File: src/rtl/counter_sequencer_pkg.sv
// Shared types for the counter sequencer: command modes, FSM states and the Gray encoder.
// The Gray path is only used when COUNTER_SEQ_GRAY_EN is defined.
package counter_seq_pkg;
  typedef enum logic [1:0] {
    MODE_UP   = 2'd0,
    MODE_DOWN = 2'd1,
    MODE_GRAY = 2'd2,
    MODE_HOLD = 2'd3
  } mode_e;

  typedef enum logic [1:0] {
    ST_IDLE = 2'd0,
    ST_RUN  = 2'd1,
    ST_DONE = 2'd2
  } state_e;

  function automatic logic [31:0] gray_encode(input logic [31:0] b);
    return b ^ (b >> 1);
  endfunction
endpackage

File: src/rtl/counter_sequencer_if.sv
// Command channel into the counter sequencer (valid/ready handshake plus payload).
interface counter_sequencer_if #(
  parameter int WIDTH  = 3,
  parameter int STEP_W = 8
);
  logic              cmd_valid;
  logic              cmd_ready;
  logic [1:0]        cmd_mode;
  logic [STEP_W-1:0] cmd_steps;
  logic              cmd_load;
  logic [WIDTH-1:0]  cmd_load_val;

  modport master (output cmd_valid, cmd_mode, cmd_steps, cmd_load, cmd_load_val,
                  input  cmd_ready);
  modport slave  (input  cmd_valid, cmd_mode, cmd_steps, cmd_load, cmd_load_val,
                  output cmd_ready);
endinterface

File: src/rtl/counter_sequencer_core.sv
// Counter datapath: binary cnt register with preload and up/down step.
// wrap_next flags that the step taken on this edge rolls the counter over.
module counter_core #(
  parameter int WIDTH = 3
) (
  input  logic             CLK,
  input  logic             RST_N,
  input  logic             step,
  input  logic             dir,
  input  logic             load,
  input  logic [WIDTH-1:0] load_val,
  output logic [WIDTH-1:0] cnt,
  output logic             wrap_next
);
  // dir=1 counts down; the rollover point differs by direction
  assign wrap_next = step && (dir ? (cnt == '0) : (cnt == '1));

  always_ff @(posedge CLK or negedge RST_N) begin
    if (!RST_N)    cnt <= '0;
    else if (load) cnt <= load_val;
    else if (step) cnt <= dir ? cnt - 1'b1 : cnt + 1'b1;
  end
endmodule

File: src/rtl/counter_sequencer.sv
// Command-driven sequencer for the counter datapath: accept, optional preload,
// N steps in the latched mode, done/wrap pulses. Gray output gated by COUNTER_SEQ_GRAY_EN.
module counter_sequencer
  import counter_seq_pkg::*;
#(
  parameter int WIDTH  = 3,
  parameter int STEP_W = 8
) (
  input  logic             CLK,
  input  logic             RST_N,
  counter_sequencer_if.slave cmd,
  input  logic             pause,
  input  logic             abort,
  output logic [WIDTH-1:0] Q,
  output logic             busy,
  output logic             done,
  output logic             wrap
);
  state_e            state, state_nxt;
  mode_e             mode_q, mode_in;
  logic [STEP_W-1:0] rem;
  logic [WIDTH-1:0]  cnt;
  logic              wrap_next, accept, do_step;

  assign accept  = cmd.cmd_valid && (state == ST_IDLE);
  // abort beats pause, and an exhausted rem never steps
  assign do_step = (state == ST_RUN) && !abort && (rem != '0) && !pause;

  always_comb begin
    mode_in = mode_e'(cmd.cmd_mode);
`ifndef COUNTER_SEQ_GRAY_EN
    if (mode_in == MODE_GRAY) mode_in = MODE_UP;
`endif
  end

  always_ff @(posedge CLK or negedge RST_N) begin
    if (!RST_N) state <= ST_IDLE;
    else        state <= state_nxt;
  end

  always_comb begin
    state_nxt = state;
    case (state)
      ST_IDLE: if (accept) state_nxt = ST_RUN;
      ST_RUN:  if (abort || rem == '0) state_nxt = ST_DONE;
      ST_DONE: state_nxt = ST_IDLE;
      default: state_nxt = ST_IDLE;
    endcase
  end

  always_ff @(posedge CLK or negedge RST_N) begin
    if (!RST_N) begin
      rem    <= '0;
      mode_q <= MODE_UP;
      wrap   <= 1'b0;
    end else begin
      wrap <= wrap_next;
      if (accept) begin
        rem    <= cmd.cmd_steps;
        mode_q <= mode_in;
      end else if (do_step) begin
        rem <= rem - 1'b1;
      end
    end
  end

  counter_core #(.WIDTH(WIDTH)) u_core (
    .CLK      (CLK),
    .RST_N    (RST_N),
    .step     (do_step && (mode_q != MODE_HOLD)),
    .dir      (mode_q == MODE_DOWN),
    .load     (accept && cmd.cmd_load),
    .load_val (cmd.cmd_load_val),
    .cnt      (cnt),
    .wrap_next(wrap_next)
  );

`ifdef COUNTER_SEQ_GRAY_EN
  assign Q = (mode_q == MODE_GRAY) ? WIDTH'(gray_encode(32'(cnt))) : cnt;
`else
  assign Q = cnt;
`endif

  assign cmd.cmd_ready = (state == ST_IDLE);
  assign busy          = (state != ST_IDLE);
  assign done          = (state == ST_DONE);
endmodule

File: src/flat_wrapper.sv
// flat-port wrapper written by rule: the top's interface ports become plain ports
module counter_sequencer_flat import counter_seq_pkg::*;
#(
  parameter int WIDTH  = 3,
  parameter int STEP_W = 8
)
  (CLK, RST_N, pause, abort, Q, busy, done, wrap, cmd_cmd_valid, cmd_cmd_mode, cmd_cmd_steps, cmd_cmd_load, cmd_cmd_load_val, cmd_cmd_ready);
  counter_sequencer_if #(.WIDTH(WIDTH), .STEP_W(STEP_W)) cmd_i ();
  input  logic CLK;
  input  logic RST_N;
  input  logic pause;
  input  logic abort;
  output logic [WIDTH-1:0] Q;
  output logic busy;
  output logic done;
  output logic wrap;
  input wire logic [$bits(cmd_i.cmd_valid)-1:0] cmd_cmd_valid;
  input wire logic [$bits(cmd_i.cmd_mode)-1:0] cmd_cmd_mode;
  input wire logic [$bits(cmd_i.cmd_steps)-1:0] cmd_cmd_steps;
  input wire logic [$bits(cmd_i.cmd_load)-1:0] cmd_cmd_load;
  input wire logic [$bits(cmd_i.cmd_load_val)-1:0] cmd_cmd_load_val;
  output wire logic [$bits(cmd_i.cmd_ready)-1:0] cmd_cmd_ready;
  assign cmd_i.cmd_valid = cmd_cmd_valid;
  assign cmd_i.cmd_mode = cmd_cmd_mode;
  assign cmd_i.cmd_steps = cmd_cmd_steps;
  assign cmd_i.cmd_load = cmd_cmd_load;
  assign cmd_i.cmd_load_val = cmd_cmd_load_val;
  assign cmd_cmd_ready = cmd_i.cmd_ready;
  counter_sequencer #(.WIDTH(WIDTH), .STEP_W(STEP_W)) u_core (.CLK(CLK), .RST_N(RST_N), .cmd(cmd_i), .pause(pause), .abort(abort), .Q(Q), .busy(busy), .done(done), .wrap(wrap));
endmodule
File: config.mk
export PLATFORM = sky130hd
export DESIGN_NAME = counter_sequencer_flat
export DESIGN_NICKNAME = d
export VERILOG_FILES = /design/src/rtl/counter_sequencer_pkg.sv /design/src/rtl/counter_sequencer_if.sv /design/src/rtl/counter_sequencer_core.sv /design/src/rtl/counter_sequencer.sv /design/src/flat_wrapper.sv
export SDC_FILE = /design/constraint.sdc
export NUM_CORES = 1
export LEC_CHECK = 0
export ABC_AREA = 1
export BUFFER_PORTS_ARGS = -buffer_cell sky130_fd_sc_hd__buf_2
export CORE_ASPECT_RATIO = 0.5
export CORE_MARGIN = 3
export CORE_UTILIZATION = 40
export CTS_BUF_LIST = sky130_fd_sc_hd__clkbuf_4
export CTS_CLUSTER_DIAMETER = 150
export DETAILED_ROUTE_END_ITERATION = 7
export HOLD_SLACK_MARGIN = 0.03
export SLEW_MARGIN = 20
export SYNTH_ARGS = -nofsm -noshare
export SYNTH_HDL_FRONTEND = slang
export SYNTH_SLANG_ARGS = --single-unit
File: constraint.sdc
create_clock -name CLK -period 2.4 [get_ports CLK]
set_clock_uncertainty 0.2 [all_clocks]
set_input_delay 0.48 -clock CLK [delete_from_list [all_inputs] [get_ports CLK]]
set_output_delay 0.48 -clock CLK [all_outputs]
set_load 0.01 [all_outputs]
==> run metrics <==
Top FF cell, synth dfrtp_1; IO buf count 25; RSZ-0062 raised after global routing no; Avg Inst Size Synth 7.21 um^2; CTS tree done; DR DRC count 0; final wirelength 2380 um; Switch Pwr 841 uW; Max Slew Vio Count 0; largest family of logic cells by synthesized area simple AND/OR/NAND/NOR gates; flops & latches, synth 16; Worst Path Max Fanout 13; post-synthesis compound-gate area fraction 0.0775; Mapped Cells 159; Final GP Congestion 0.804; xor/xnor share of the synthesized area 0; clk root buf clkbuf_4; Critical Path RT 2.44 ns; dpl hpwl 1860 um; Initial DRC Count 29; post-synthesis sequential area ratio 0.349; crit share post-route 0.721; Worst-Skew Late Latency 0.29 ns; # fillers 294; Pre-Repair DR Iteration Count 4; Slew @ Worst Pin 0.371 ns; sequential power share 0.312; cell-internal power 814 uW; clock sink total 16; Crit Path Class flop to flop; first-pass GRT wire length 4220 um; I/O Pins 26; min cycle time layout 1.73 ns; critical path arrival 1.77 ns; Sw Ratio 0.508; clock power share 0.092; initial antenna violation count 0; # H-tree levels 1; aggregate global-route resource usage 0.157; most frequent CP cell nand2_1; number of enable-type register cells in the synthesized netlist 0; Max Cap Violations 0; layout cell share with drive strength beyond 1 0.316; simple-gate share of the synthesized area 0.441; combinational cell fraction of total power 0.596; Die X 81.7 um; cts repair resizes 0; Area Growth Syn to Fin 15.7%; run status complete, no violations; CP Capture Type flop; WHS 0.200 ns; CTS Buffer Depth 2; Hold WC Path Type primary input to flop; relative slew slack 0.753; post-synthesis adder-cell area fraction 0.0393; row cnt 13; NumNets Final 210; Starting Density 0.430; max incr delay on CP 0.40 ns; TritonCTS buffer count 3; cell taking the most area after synthesis dfrtp_1; drt wl/cell 10.6 um; VDD IR max 0.529 mV; # diodes 0; most numerous cell in the Yosys netlist nand2_1; post-synth top area share 0.349; Post-Syn Area 1150 um^2; CP max stage cell dfrtp_1; core box area 2670 um^2; post-DR vias/cell 4.69; clk slew on worst S/H paths 0.10 ns; grt ovf 0; Fin Setup TNS 0 ns; Post-DRT Antenna Nets 0; warnings from Yosys 0; Cells on Worst Hold Path 3; critical path, cell by cell inv_1 -> ha_1 -> nand2_1 -> nor2_2 -> nand2_4 -> nand3_4 -> nand2_4 -> inv_1 -> nand2_1 -> nand2_1; final setup fails 0; mux share of post-synthesis cell area 0; vias 1051; Total Die Area 3580 um^2; Post-Syn Nets 181; final hold violation count 0; most frequent cells after synthesis 54 x nand2_1, 18 x nand3_1, 16 x dfrtp_1; unique cell type count in the Yosys netlist 23; static leakage 0.726 nW; Synth async-reset ratio 1.00; height of the die 43.9 um; pin count of the biggest net entering global routing 17; Register-to-Register Path Depth 10; PwrDens 1250 nW/um^2; vias in the first global route 987; CP Launch Type flop; fmax 578 MHz; ranking of synthesized cells by area dfrtp_1 35%, nand2_1 18%, nand3_1 7.9%
-- kinds of logic after synthesis --
| family | after synthesis |
|---|---|
| AOI/OAI and AO/OA | 14 |
| adders and majority gates | 3 |
| buffers and inverters | 23 |
| DFF | 16 |
| and+or+nand+nor | 103 |
-- layout make-up --
type / instances / area (um^2) / share of cell area
clock buffer: 3 / 22.5 / 0.0170
clock inverter: 1 / 3.75 / 0.00283
inverter: 21 / 78.8 / 0.0594
multi-input combinational: 120 / 639 / 0.482
sequential: 16 / 400 / 0.302
tap: 37 / 46.3 / 0.0349
timing repair buffer: 26 / 135 / 0.102
-- path summary, 6_finish.rpt --
path,from,endpoint,slack [ns]
worst max-delay path,u_core.rem[0],u_core.rem[5],0.67
worst min-delay path,cmd_cmd_mode[0],u_core.mode_q[0],0.20
worst max register to register,u_core.rem[0],u_core.rem[5],0.67
worst min register to register,u_core.mode_q[0],u_core.mode_q[0],0.35
max in group asynchronous,RST_N,u_core.wrap,1.31
min in group asynchronous,RST_N,u_core.rem[5],0.42
-- registers in the layout, indices dropped and copies added (netlist names) --
| register | cells |
|---|---|
| u_core.wrap | 1 |
| u_core.mode_q | 2 |
| u_core.rem | 8 |
| u_core.state | 2 |
| u_core.u_core.cnt | 3 |
-- worst max-delay path, delay by kind of cell (launching register included) --
family,cells,cell delay [ns]
buffers and inverters,2,0.30
AND/OR/NAND/NOR,7,0.60
flip-flops,1,0.40
adder cells (fa/ha/maj),1,0.17
-- power groups by stage --
| stage | registers [mW] | clock network (mW) | logic, mW |
|---|---|---|---|
| 3_5_place_dp | 0.519 | 0 | 0.999 |
| 4_1_cts | 0.517 | 0.161 | 0.998 |
| 3_3_place_gp | 0.523 | 0 | 0.972 |
| 6_report | 0.517 | 0.152 | 0.986 |
| 5_1_grt | 0.537 | 0.168 | 1.14 |
| 2_1_floorplan | 0.502 | 0 | 0.814 |
-- stage by stage --
step | instances | total power [mW] | utilization | cell area [um^2] | setup WS (ns)
finish | 224 | 1.66 | 0.497 | 1330 | 0.670
global route | 224 | 1.85 | 0.497 | 1330 | 0.526
CTS | 224 | 1.68 | 0.497 | 1330 | 0.656
detailed placement | 219 | 1.52 | 0.484 | 1290 | 0.592
global placement | 219 | 1.49 | 0.484 | 1290 | 0.678
floorplan | 159 | 1.32 | - | 1150 | 0.833
-- repair_timing --
action | in CTS | in global routing
hold buffers | 1 | 0
hold endpoints to repair | 16 | 0
setup buffers | 0 | 0
-- cells in the final DEF (no fill, tap or decap), types with 4 or more instances in the layout --
master    n
dfrtp_1  16
nand2_2   7
inv_1    12
nand3_1  18
inv_2     9
o21ai_0   6
o21ai_2   4
nor2_1   13
buf_2    25
nand2_1  54
-- layer usage --
layer,global-route usage,wire length (um)
met1,0.193,1140
met2,0.269,1120
met3,0.0456,94
met4,0.0497,27
met5,0,0
Power figures use the tool's default switching activity.
